[src/rtl/vball_gfx_arb.sv]
// Graphics-ROM arbiter: BG priority with a sprite anti-starvation run limit, per-read watchdog, BG deadline monitor.
// Latency req->valid 3 cycles minimum; requesters hold req/addr until their valid, rom_req holds until ack or abort.
module vball_gfx_arb #(
    parameter int AW          = 19,
    parameter int DW          = 8,
    parameter int TIMEOUT     = 15,
    parameter int BG_RUN_MAX  = 4,
    parameter int BG_DEADLINE = 8
) (
    input  logic          clk_sys,
    input  logic          rst_n,
    input  logic          bg_read,
    input  logic [AW-1:0] bg_addr,
    output logic [DW-1:0] bg_data,
    output logic          bg_valid,
    input  logic          spr_read,
    input  logic [AW-1:0] spr_addr,
    output logic [DW-1:0] spr_data,
    output logic          spr_valid,
    output logic [AW-1:0] rom_addr,
    output logic          rom_req,
    input  logic          rom_ack,
    input  logic [DW-1:0] rom_data,
    output logic          busy,
    output logic          timeout_err,
    output logic          bg_late
);

    localparam int RW  = $clog2(BG_RUN_MAX + 1);
    localparam int DLW = $clog2(BG_DEADLINE + 1);

    typedef enum logic {S_IDLE, S_WAIT} state_t;

    state_t          state_q, state_d;
    logic            owner_q, owner_d;
    logic [AW-1:0]   rom_addr_q, rom_addr_d;
    logic            rom_req_q, rom_req_d;
    logic [7:0]      wdog_q, wdog_d;
    logic [RW-1:0]   bg_run_q, bg_run_d;
    logic [DW-1:0]   bg_data_q, bg_data_d, spr_data_q, spr_data_d;
    logic            bg_valid_q, bg_valid_d, spr_valid_q, spr_valid_d;
    logic            timeout_err_q, timeout_err_d;
    logic            bg_srv_q, bg_srv_d, spr_srv_q, spr_srv_d;
    logic [AW-1:0]   bg_srv_addr_q, bg_srv_addr_d, spr_srv_addr_q, spr_srv_addr_d;
    logic            bg_read_q, spr_read_q;
    logic            dl_act_q, dl_act_d;
    logic [DLW-1:0]  dl_cnt_q, dl_cnt_d;
    logic            bg_late_q, bg_late_d;

    logic            bg_pend, spr_pend, grant_spr, done;
    logic [DW-1:0]   done_dat;

    always_comb begin
        state_d        = state_q;
        owner_d        = owner_q;
        rom_addr_d     = rom_addr_q;
        rom_req_d      = rom_req_q;
        wdog_d         = wdog_q;
        bg_run_d       = bg_run_q;
        bg_data_d      = bg_data_q;
        spr_data_d     = spr_data_q;
        bg_valid_d     = 1'b0;
        spr_valid_d    = 1'b0;
        timeout_err_d  = 1'b0;
        bg_srv_d       = bg_srv_q;
        spr_srv_d      = spr_srv_q;
        bg_srv_addr_d  = bg_srv_addr_q;
        spr_srv_addr_d = spr_srv_addr_q;
        dl_act_d       = dl_act_q;
        dl_cnt_d       = dl_cnt_q;
        bg_late_d      = bg_late_q;
        grant_spr      = 1'b0;
        done           = 1'b0;
        done_dat       = '0;

        // A request must be seen on two consecutive samples before it can be granted.
        bg_pend  = bg_read && bg_read_q && !(bg_srv_q && (bg_addr == bg_srv_addr_q));
        spr_pend = spr_read && spr_read_q && !(spr_srv_q && (spr_addr == spr_srv_addr_q));

        if (!bg_read || (bg_addr != bg_srv_addr_q)) begin
            bg_srv_d = 1'b0;
        end
        if (!spr_read || (spr_addr != spr_srv_addr_q)) begin
            spr_srv_d = 1'b0;
        end
        if (!spr_pend) begin
            bg_run_d = '0;
        end

        case (state_q)
            S_IDLE: begin
                if (bg_pend || spr_pend) begin
                    grant_spr  = spr_pend && (!bg_pend || (bg_run_q == RW'(BG_RUN_MAX)));
                    owner_d    = grant_spr;
                    rom_addr_d = grant_spr ? spr_addr : bg_addr;
                    rom_req_d  = 1'b1;
                    wdog_d     = '0;
                    state_d    = S_WAIT;
                    if (grant_spr) begin
                        bg_run_d = '0;
                    end else if (spr_pend && (bg_run_q != RW'(BG_RUN_MAX))) begin
                        bg_run_d = bg_run_q + 1'b1;
                    end
                end
            end
            S_WAIT: begin
                done     = rom_ack || (wdog_q == 8'(TIMEOUT - 1));
                done_dat = rom_ack ? rom_data : {DW{1'b1}};
                if (done) begin
                    rom_req_d     = 1'b0;
                    state_d       = S_IDLE;
                    timeout_err_d = !rom_ack;
                    if (owner_q) begin
                        spr_data_d     = done_dat;
                        spr_valid_d    = 1'b1;
                        spr_srv_d      = 1'b1;
                        spr_srv_addr_d = rom_addr_q;
                    end else begin
                        bg_data_d      = done_dat;
                        bg_valid_d     = 1'b1;
                        bg_srv_d       = 1'b1;
                        bg_srv_addr_d  = rom_addr_q;
                    end
                end else begin
                    wdog_d = wdog_q + 8'd1;
                end
            end
            default: state_d = S_IDLE;
        endcase

        // Deadline window opens on a fresh BG request and closes on its valid.
        if (dl_act_q) begin
            if (bg_valid_q) begin
                dl_act_d = 1'b0;
            end else if (dl_cnt_q == DLW'(BG_DEADLINE)) begin
                bg_late_d = 1'b1;
                dl_act_d  = 1'b0;
            end else begin
                dl_cnt_d = dl_cnt_q + 1'b1;
            end
        end
        if (bg_read && !bg_read_q) begin
            dl_act_d = 1'b1;
            dl_cnt_d = DLW'(1);
        end
    end

    always_ff @(posedge clk_sys or negedge rst_n) begin
        if (!rst_n) begin
            state_q        <= S_IDLE;
            owner_q        <= 1'b0;
            rom_addr_q     <= '0;
            rom_req_q      <= 1'b0;
            wdog_q         <= '0;
            bg_run_q       <= '0;
            bg_data_q      <= '0;
            spr_data_q     <= '0;
            bg_valid_q     <= 1'b0;
            spr_valid_q    <= 1'b0;
            timeout_err_q  <= 1'b0;
            bg_srv_q       <= 1'b0;
            spr_srv_q      <= 1'b0;
            bg_srv_addr_q  <= '0;
            spr_srv_addr_q <= '0;
            bg_read_q      <= 1'b0;
            spr_read_q     <= 1'b0;
            dl_act_q       <= 1'b0;
            dl_cnt_q       <= '0;
            bg_late_q      <= 1'b0;
        end else begin
            state_q        <= state_d;
            owner_q        <= owner_d;
            rom_addr_q     <= rom_addr_d;
            rom_req_q      <= rom_req_d;
            wdog_q         <= wdog_d;
            bg_run_q       <= bg_run_d;
            bg_data_q      <= bg_data_d;
            spr_data_q     <= spr_data_d;
            bg_valid_q     <= bg_valid_d;
            spr_valid_q    <= spr_valid_d;
            timeout_err_q  <= timeout_err_d;
            bg_srv_q       <= bg_srv_d;
            spr_srv_q      <= spr_srv_d;
            bg_srv_addr_q  <= bg_srv_addr_d;
            spr_srv_addr_q <= spr_srv_addr_d;
            bg_read_q      <= bg_read;
            spr_read_q     <= spr_read;
            dl_act_q       <= dl_act_d;
            dl_cnt_q       <= dl_cnt_d;
            bg_late_q      <= bg_late_d;
        end
    end

    assign bg_data     = bg_data_q;
    assign bg_valid    = bg_valid_q;
    assign spr_data    = spr_data_q;
    assign spr_valid   = spr_valid_q;
    assign rom_addr    = rom_addr_q;
    assign rom_req     = rom_req_q;
    assign busy        = (state_q == S_WAIT);
    assign timeout_err = timeout_err_q;
    assign bg_late     = bg_late_q;

endmodule

[config.mk]
export PLATFORM = sky130hd
export DESIGN_NAME = vball_gfx_arb
export DESIGN_NICKNAME = d
export VERILOG_FILES = /design/src/rtl/vball_gfx_arb.sv
export SDC_FILE = /design/constraint.sdc
export NUM_CORES = 1
export LEC_CHECK = 0
export CORE_MARGIN = 2
export CORE_UTILIZATION = 28
export DETAILED_ROUTE_END_ITERATION = 6
export GPL_ROUTABILITY_DRIVEN = 0
export MAX_ROUTING_LAYER = met4
export SKIP_CTS_REPAIR_TIMING = 1
export SLEW_MARGIN = 20
export SYNTH_ARGS = -nofsm -noshare
export SYNTH_HDL_FRONTEND = slang
export SYNTH_SLANG_ARGS = --single-unit
[constraint.sdc]
create_clock -name clk_sys -period 2.4 [get_ports clk_sys]
set_input_delay 0.24 -clock clk_sys [delete_from_list [all_inputs] [get_ports clk_sys]]
set_output_delay 0.24 -clock clk_sys [all_outputs]
set_load 0.1 [all_outputs]
==> reports/results.ini, run 1 <==
[finish]
final_cell_area_sq_um = 6070
stdcell_count = 711
area_of_the_multi_input_gates_sq_um = 1962
flow.area_growth_from_synthesis_pct = 32.25
fill_cells = 1595
layout.area.seq_sq_um = 2502
finish.net_count = 547
drive_gt1_share_pct = 24.85
num_antenna_cells = 0
layout.core_utilization_pct = 38.07

[critical_path]
cp_slowest_stage_delay_ns = 0.39
critPathCaptureType = flop
crit_required_ns = 2.64
cpMaxStageDelayCell = dfrtp_1
worst-path-max-fanout = 8
crit_path_launch_type = flop
critPathArrivalTime_ns = 2.40
cp_cell_sequence = xor2_1 -> nor4_1 -> nand3_1 -> o21a_1 -> a2bb2oi_4 -> buf_4 -> a221o_1
criticalPathCategory = reg -> reg

[synthesis]
syn-instance-count = 387
synthesis.nets = 444
synth_cell_types = 38
mapped_avg_cell_area_sq_um = 11.86
number_of_synthesized_register_bits = 100
syn_area_sq_um = 4589
synth_seq_area_share_pct = 54.53
yosys_warnings = 0

[clock_tree]
cts_tree = built
clkSinkCount = 100
clkTransAtPathRegs_ns = 0.07
cts.path.max_buffers = 2
tritoncts.num_buffers = 9
clkLatencyLatePin_ns = 0.35
htree_num_levels = 3
clock_tree.root_cell = clkbuf_16

[global_route]
wire_length_of_the_first_global_routing_pass_microns = 19340
grt_remaining_overflow = 0
grt_usage_pct = 14.70
pin_count_of_the_biggest_net_entering_global_routing = 48
grt_pass1_vias = 3523
number_of_antenna_violations_at_the_first_check_in_global_routing = 0

[job]
number_of_maximum_capacitance_violations = 0

[timing]
slew-limit-headroom_pct = 68.06
max_freq_mhz = 463.2
setup_violations = 0
finalHoldViolCount = 0
finalSetupTns_ns = 0
grt_setup_unrepaired = no
post_route_clock_period_utilization_pct = 89.96
slew_violations = 0
period_minus_slack_ns = 2.159
clock_skew_ns = 0.007325
worstMarginPinSlew_ns = 0.4791

[floorplan]
num_rows = 46
dieHeight_microns = 132.0
initial_utilization_pct = 28.79
floorplan.die_area_sq_um = 17430
count_of_boundary_i_o_pins = 92
die_width_microns = 132.0
coreArea_sq_um = 15940

[power]
p_leak_uw = 0.002636
powerDensity_nw_per_um2 = 1279
vdd.ir_drop.worst_uv = 505.0

[placement]
port_buffers = 91
detailedPlacementHpwl_microns = 8588
placed_cell_area_sq_um = 5741
post-place-cells = 694

[routing]
detailedRoute.firstPassIterationCount = 4
initialDrtViolationCount = 237
route.vias.total = 3334
drt-wirelength-per-cell_microns = 16.61
route.antenna.remaining_nets = 0
finalWirelength_microns = 11810
route.detailed.drc = 0
viasPerCell = 4.689

[status]
run_status = complete, no violations

[worst_hold_path]
hp-class = in -> async

report_power, final:
part	internal [uW]	leakage [uW]	switching (uW)
logic	1070	0.00125	2420
registers	2280	0.00123	451
clock network	895	0.000156	639
worst max-delay path, delay by kind of cell, from the launching register on:
family          cells  cell delay [ns]
compound gates      3             0.71
flops               1             0.39
xor+xnor            1             0.17
simple gates        2             0.59
buf+inv             1             0.17
placed cells by master (no fill, tap or decap), types with 4 or more instances in the layout:
cell / count
nor2_1: 20
xor2_1: 22
nor2b_1: 10
o21ai_0: 10
nand2_1: 22
clkdlybuf4s50_1: 49
buf_4: 59
nor3b_1: 20
a221o_1: 19
a21o_1: 4
a21oi_1: 15
nand3_1: 6
dfrtp_1: 100
mux2_2: 38
xnor2_1: 21
nor4_1: 4
ha_1: 6
nand4_1: 10
inv_1: 10
clkbuf_16: 9
stage by stage:
stage / hold slack, ns / power, uW / setup slack (ns)
after detailed placement: 0.2321 / 6280 / -0.1668
final: 0.3932 / 7764 / 0.2409
after floorplan: -0.05559 / 5334 / 0.02598
after CTS: -0.1524 / 7831 / 0.1521
after global placement: 0.2286 / 6211 / -0.1545
after global routing: 0.3886 / 8158 / 0.09784
routing by layer:
layer / global-route usage (%) / vias to the layer above / part of all wire [%] / wire length [microns]
li1: - / 1580 / - / -
met1: 19.54 / 1659 / 47 / 5515
met2: 21.12 / 71 / 46 / 5419
met3: 4.037 / 24 / 4.9 / 575
met4: 6.039 / 0 / 2.5 / 299
met5: - / - / 0 / 0
synth_stat cells, drive strengths merged:
| master | instances | area share [%] |
|---|---|---|
| nand3 | 6 | 0.65 |
| and2 | 3 | 0.41 |
| ha | 6 | 1.6 |
| nor3 | 3 | 0.33 |
| nand4 | 10 | 1.4 |
| or3 | 2 | 0.27 |
| and3 | 1 | 0.14 |
| a21o | 4 | 0.65 |
| xor2 | 22 | 4.2 |
| a31oi | 1 | 0.14 |
| nor4 | 4 | 0.55 |
| nand2b | 3 | 0.41 |
| clkbuf | 9 | 0.74 |
| inv | 10 | 0.82 |
| a221o | 19 | 4.1 |
| nor2 | 20 | 1.6 |
| a21oi | 15 | 1.6 |
| o21ai | 11 | 1.3 |
| xnor2 | 21 | 4.0 |
| and4b | 1 | 0.22 |
| nand3b | 2 | 0.33 |
| dfrtp | 100 | 55 |
| mux2i | 1 | 0.22 |
| nor3b | 20 | 3.3 |
| buf | 10 | 1.3 |
| a2bb2oi | 1 | 0.57 |
| o21bai | 1 | 0.16 |
| o2bb2ai | 1 | 0.19 |
| o21a | 2 | 0.33 |
| mux2 | 38 | 9.3 |
| nor2b | 11 | 1.5 |
| a31o | 3 | 0.57 |
| nand2 | 22 | 1.8 |
| or2 | 2 | 0.27 |
| a211o | 2 | 0.38 |
flip-flops by register name, summed over array words and instances, names as in the netlist:
signal and count:
bg_srv_addr_q 19, wdog_q 8, owner_q 1, spr_srv_q 1, bg_late 1, spr_read_q 1, rom_req 1, bg_run_q 3
bg_srv_q 1, spr_data 8, dl_cnt_q 4, bg_valid 1, busy 1, bg_read_q 1, spr_valid 1, timeout_err 1
bg_data 8, dl_act_q 1, spr_srv_addr_q 19, rom_addr 19
cell families (layout without fill, tap and decap cells):
kind of cell,after synthesis,in the layout,synth area share (%)
DFF,100,100,54.53
muxes,39,39,9.542
adders and majority gates,6,6,1.636
AOI/OAI and AO/OA,60,60,10.06
buffers and inverters,29,137,2.890
and+or+nand+nor,110,110,13.14
xor gates and xnor gates,43,43,8.206
path summary, 6_finish.rpt:
kind	startpoint	endpoint	slack, ns	cells past startpoint
worst max-delay path	bg_srv_addr_q[5]$_DFFE_PN0P_	rom_addr[2]$_DFFE_PN0P_	0.24	7
max in group asynchronous	rst_n	spr_srv_q$_DFF_PN0_	1.36	3
min in group clk_sys	spr_read	spr_read_q$_DFF_PN0_	0.40	1
worst min register to register	spr_data[0]$_DFFE_PN0P_	spr_data[0]$_DFFE_PN0P_	0.49	2
worst min-delay path	rst_n	spr_srv_addr_q[9]$_DFFE_PN0P_	0.39	2
worst max register to register	bg_srv_addr_q[5]$_DFFE_PN0P_	rom_addr[2]$_DFFE_PN0P_	0.24	7
final cells by class:
class / count / area share, %
Sequential cell: 100 / 41.23
Multi-Input combinational cell: 258 / 32.32
Timing Repair Buffer: 111 / 16.20
Clock buffer: 13 / 4.453
Tap cell: 216 / 4.453
Clock inverter: 3 / 0.7215
Inverter: 10 / 0.6184
Note: power is estimated with default switching activity, not from simulation.
==> inputs of run 2 (changes only) <==
- PLACE_DENSITY: unset -> 0.54
==> reports/results.ini, run 2 (synthesis gave the netlist of run 1 again) <==
[routing]
route.vias.total = 3376
finalWirelength_microns = 12000
viasPerCell = 4.728
drt-wirelength-per-cell_microns = 16.81
initialDrtViolationCount = 171
detailedRoute.firstPassIterationCount = 4
route.antenna.remaining_nets = 0
route.detailed.drc = 0

[clock_tree]
cts.path.max_buffers = 2
tritoncts.num_buffers = 9
htree_num_levels = 3
cts_tree = built
clkTransAtPathRegs_ns = 0.07
clkSinkCount = 100
clock_tree.root_cell = clkbuf_16
clkLatencyLatePin_ns = 0.35

[timing]
worstMarginPinSlew_ns = 0.6419
finalHoldViolCount = 0
period_minus_slack_ns = 2.248
setup_violations = 0
slew-limit-headroom_pct = 57.05
clock_skew_ns = 0.007366
post_route_clock_period_utilization_pct = 93.67
slew_violations = 0
finalSetupTns_ns = 0
final_hold_slack_ns = 0.4242
grt_setup_unrepaired = no
max_freq_mhz = 444.8
final_critical_path_setup_slack_ns = 0.1520

[floorplan]
initial_utilization_pct = 28.79
coreArea_sq_um = 15940
count_of_boundary_i_o_pins = 92
num_rows = 46
floorplan.die_area_sq_um = 17430
dieHeight_microns = 132.0
die_width_microns = 132.0

[global_route]
grt_remaining_overflow = 0
grt_usage_pct = 14.63
number_of_antenna_violations_at_the_first_check_in_global_routing = 0
grt_pass1_vias = 3462
pin_count_of_the_biggest_net_entering_global_routing = 42
wire_length_of_the_first_global_routing_pass_microns = 19290

[critical_path]
criticalPathCategory = reg -> reg
crit_required_ns = 2.69
worst-path-max-fanout = 19
critPathArrivalTime_ns = 2.53
crit_path_launch_type = flop
critPathCaptureType = flop

[worst_hold_path]
hp-class = in -> reg

[placement]
detailedPlacementHpwl_microns = 8658
port_buffers = 91
dp_worst_setup_slack_ns = -0.1535

[power]
vdd.ir_drop.worst_uv = 534.9
p_leak_uw = 0.002664
powerDensity_nw_per_um2 = 1275

[status]
run_status = complete, no violations

[finish]
drive_gt1_share_pct = 25.30
highest_count_cells_in_the_layout_ignoring_fill_and_taps = 100 x dfrtp_1, 61 x buf_4, 49 x clkdlybuf4s50_1
num_antenna_cells = 0
fill_cells = 1568
layout.core_utilization_pct = 38.39
finish.net_count = 551
flow.area_growth_from_synthesis_pct = 33.37
mostFrequentLayoutCell = dfrtp_1

[job]
number_of_maximum_capacitance_violations = 0

run 2: worst paths after layout:
check | cells after the start | startpoint | slack (ns) | endpoint
hold / removal | 1 | spr_read | 0.42 | spr_read_q$_DFF_PN0_
max in group asynchronous | 3 | rst_n | 1.24 | spr_data[0]$_DFFE_PN0P_
setup / recovery | 7 | spr_srv_addr_q[18]$_DFFE_PN0P_ | 0.15 | rom_addr[18]$_DFFE_PN0P_
setup reg to reg | 7 | spr_srv_addr_q[18]$_DFFE_PN0P_ | 0.15 | rom_addr[18]$_DFFE_PN0P_
min in group asynchronous | 2 | rst_n | 0.43 | spr_srv_addr_q[4]$_DFFE_PN0P_
hold reg to reg | 1 | bg_late$_DFFE_PN0P_ | 0.48 | bg_late$_DFFE_PN0P_
run 2: final cells by class:
type	count	area, sq um	area share, %
multi-input cells	258	1962	32.05
repair buffers	115	1039	16.97
well taps	216	270.3	4.415
clock buffers	12	266.5	4.354
inverters	10	37.54	0.6132
flip-flops and latches	100	2502	40.88
clock inverters	3	43.79	0.7155
run 2: report_power, final:
| part | internal (uW) | switching, uW |
|---|---|---|
| clock | 890 | 631 |
| sequential | 2280 | 450 |
| combinational | 1100 | 2450 |
| total | 4280 | 3530 |
run 2: metal layers:
| metal | vias to the layer above | global-route usage, % | share of wire (%) |
|---|---|---|---|
| li1 | 1584 | - | - |
| met3 | 14 | 3.422 | 4.1 |
| met4 | 0 | 4.529 | 1.2 |
| met2 | 73 | 21.33 | 45 |
| met1 | 1705 | 20.16 | 49 |
| met5 | - | - | 0 |
run 2: critical path: stages, from the launching register on:
cell       delay, ns
dfrtp_1         0.38
xnor2_1         0.27
nand4_1         0.13
nor3_1          0.26
buf_4           0.17
a21o_1          0.16
a2bb2oi_4       0.53
a221o_1         0.26
run 2: metrics by stage:
| stage | cells | power [uW] | area, sq um |
|---|---|---|---|
| after floorplan | 387 | 5334 | 4589 |
| after global placement | 698 | 6271 | 5801 |
| after detailed placement | 698 | 6331 | 5801 |
| after CTS | 713 | 7868 | 6111 |
| after global routing | 714 | 8187 | 6121 |
| final | 714 | 7804 | 6121 |
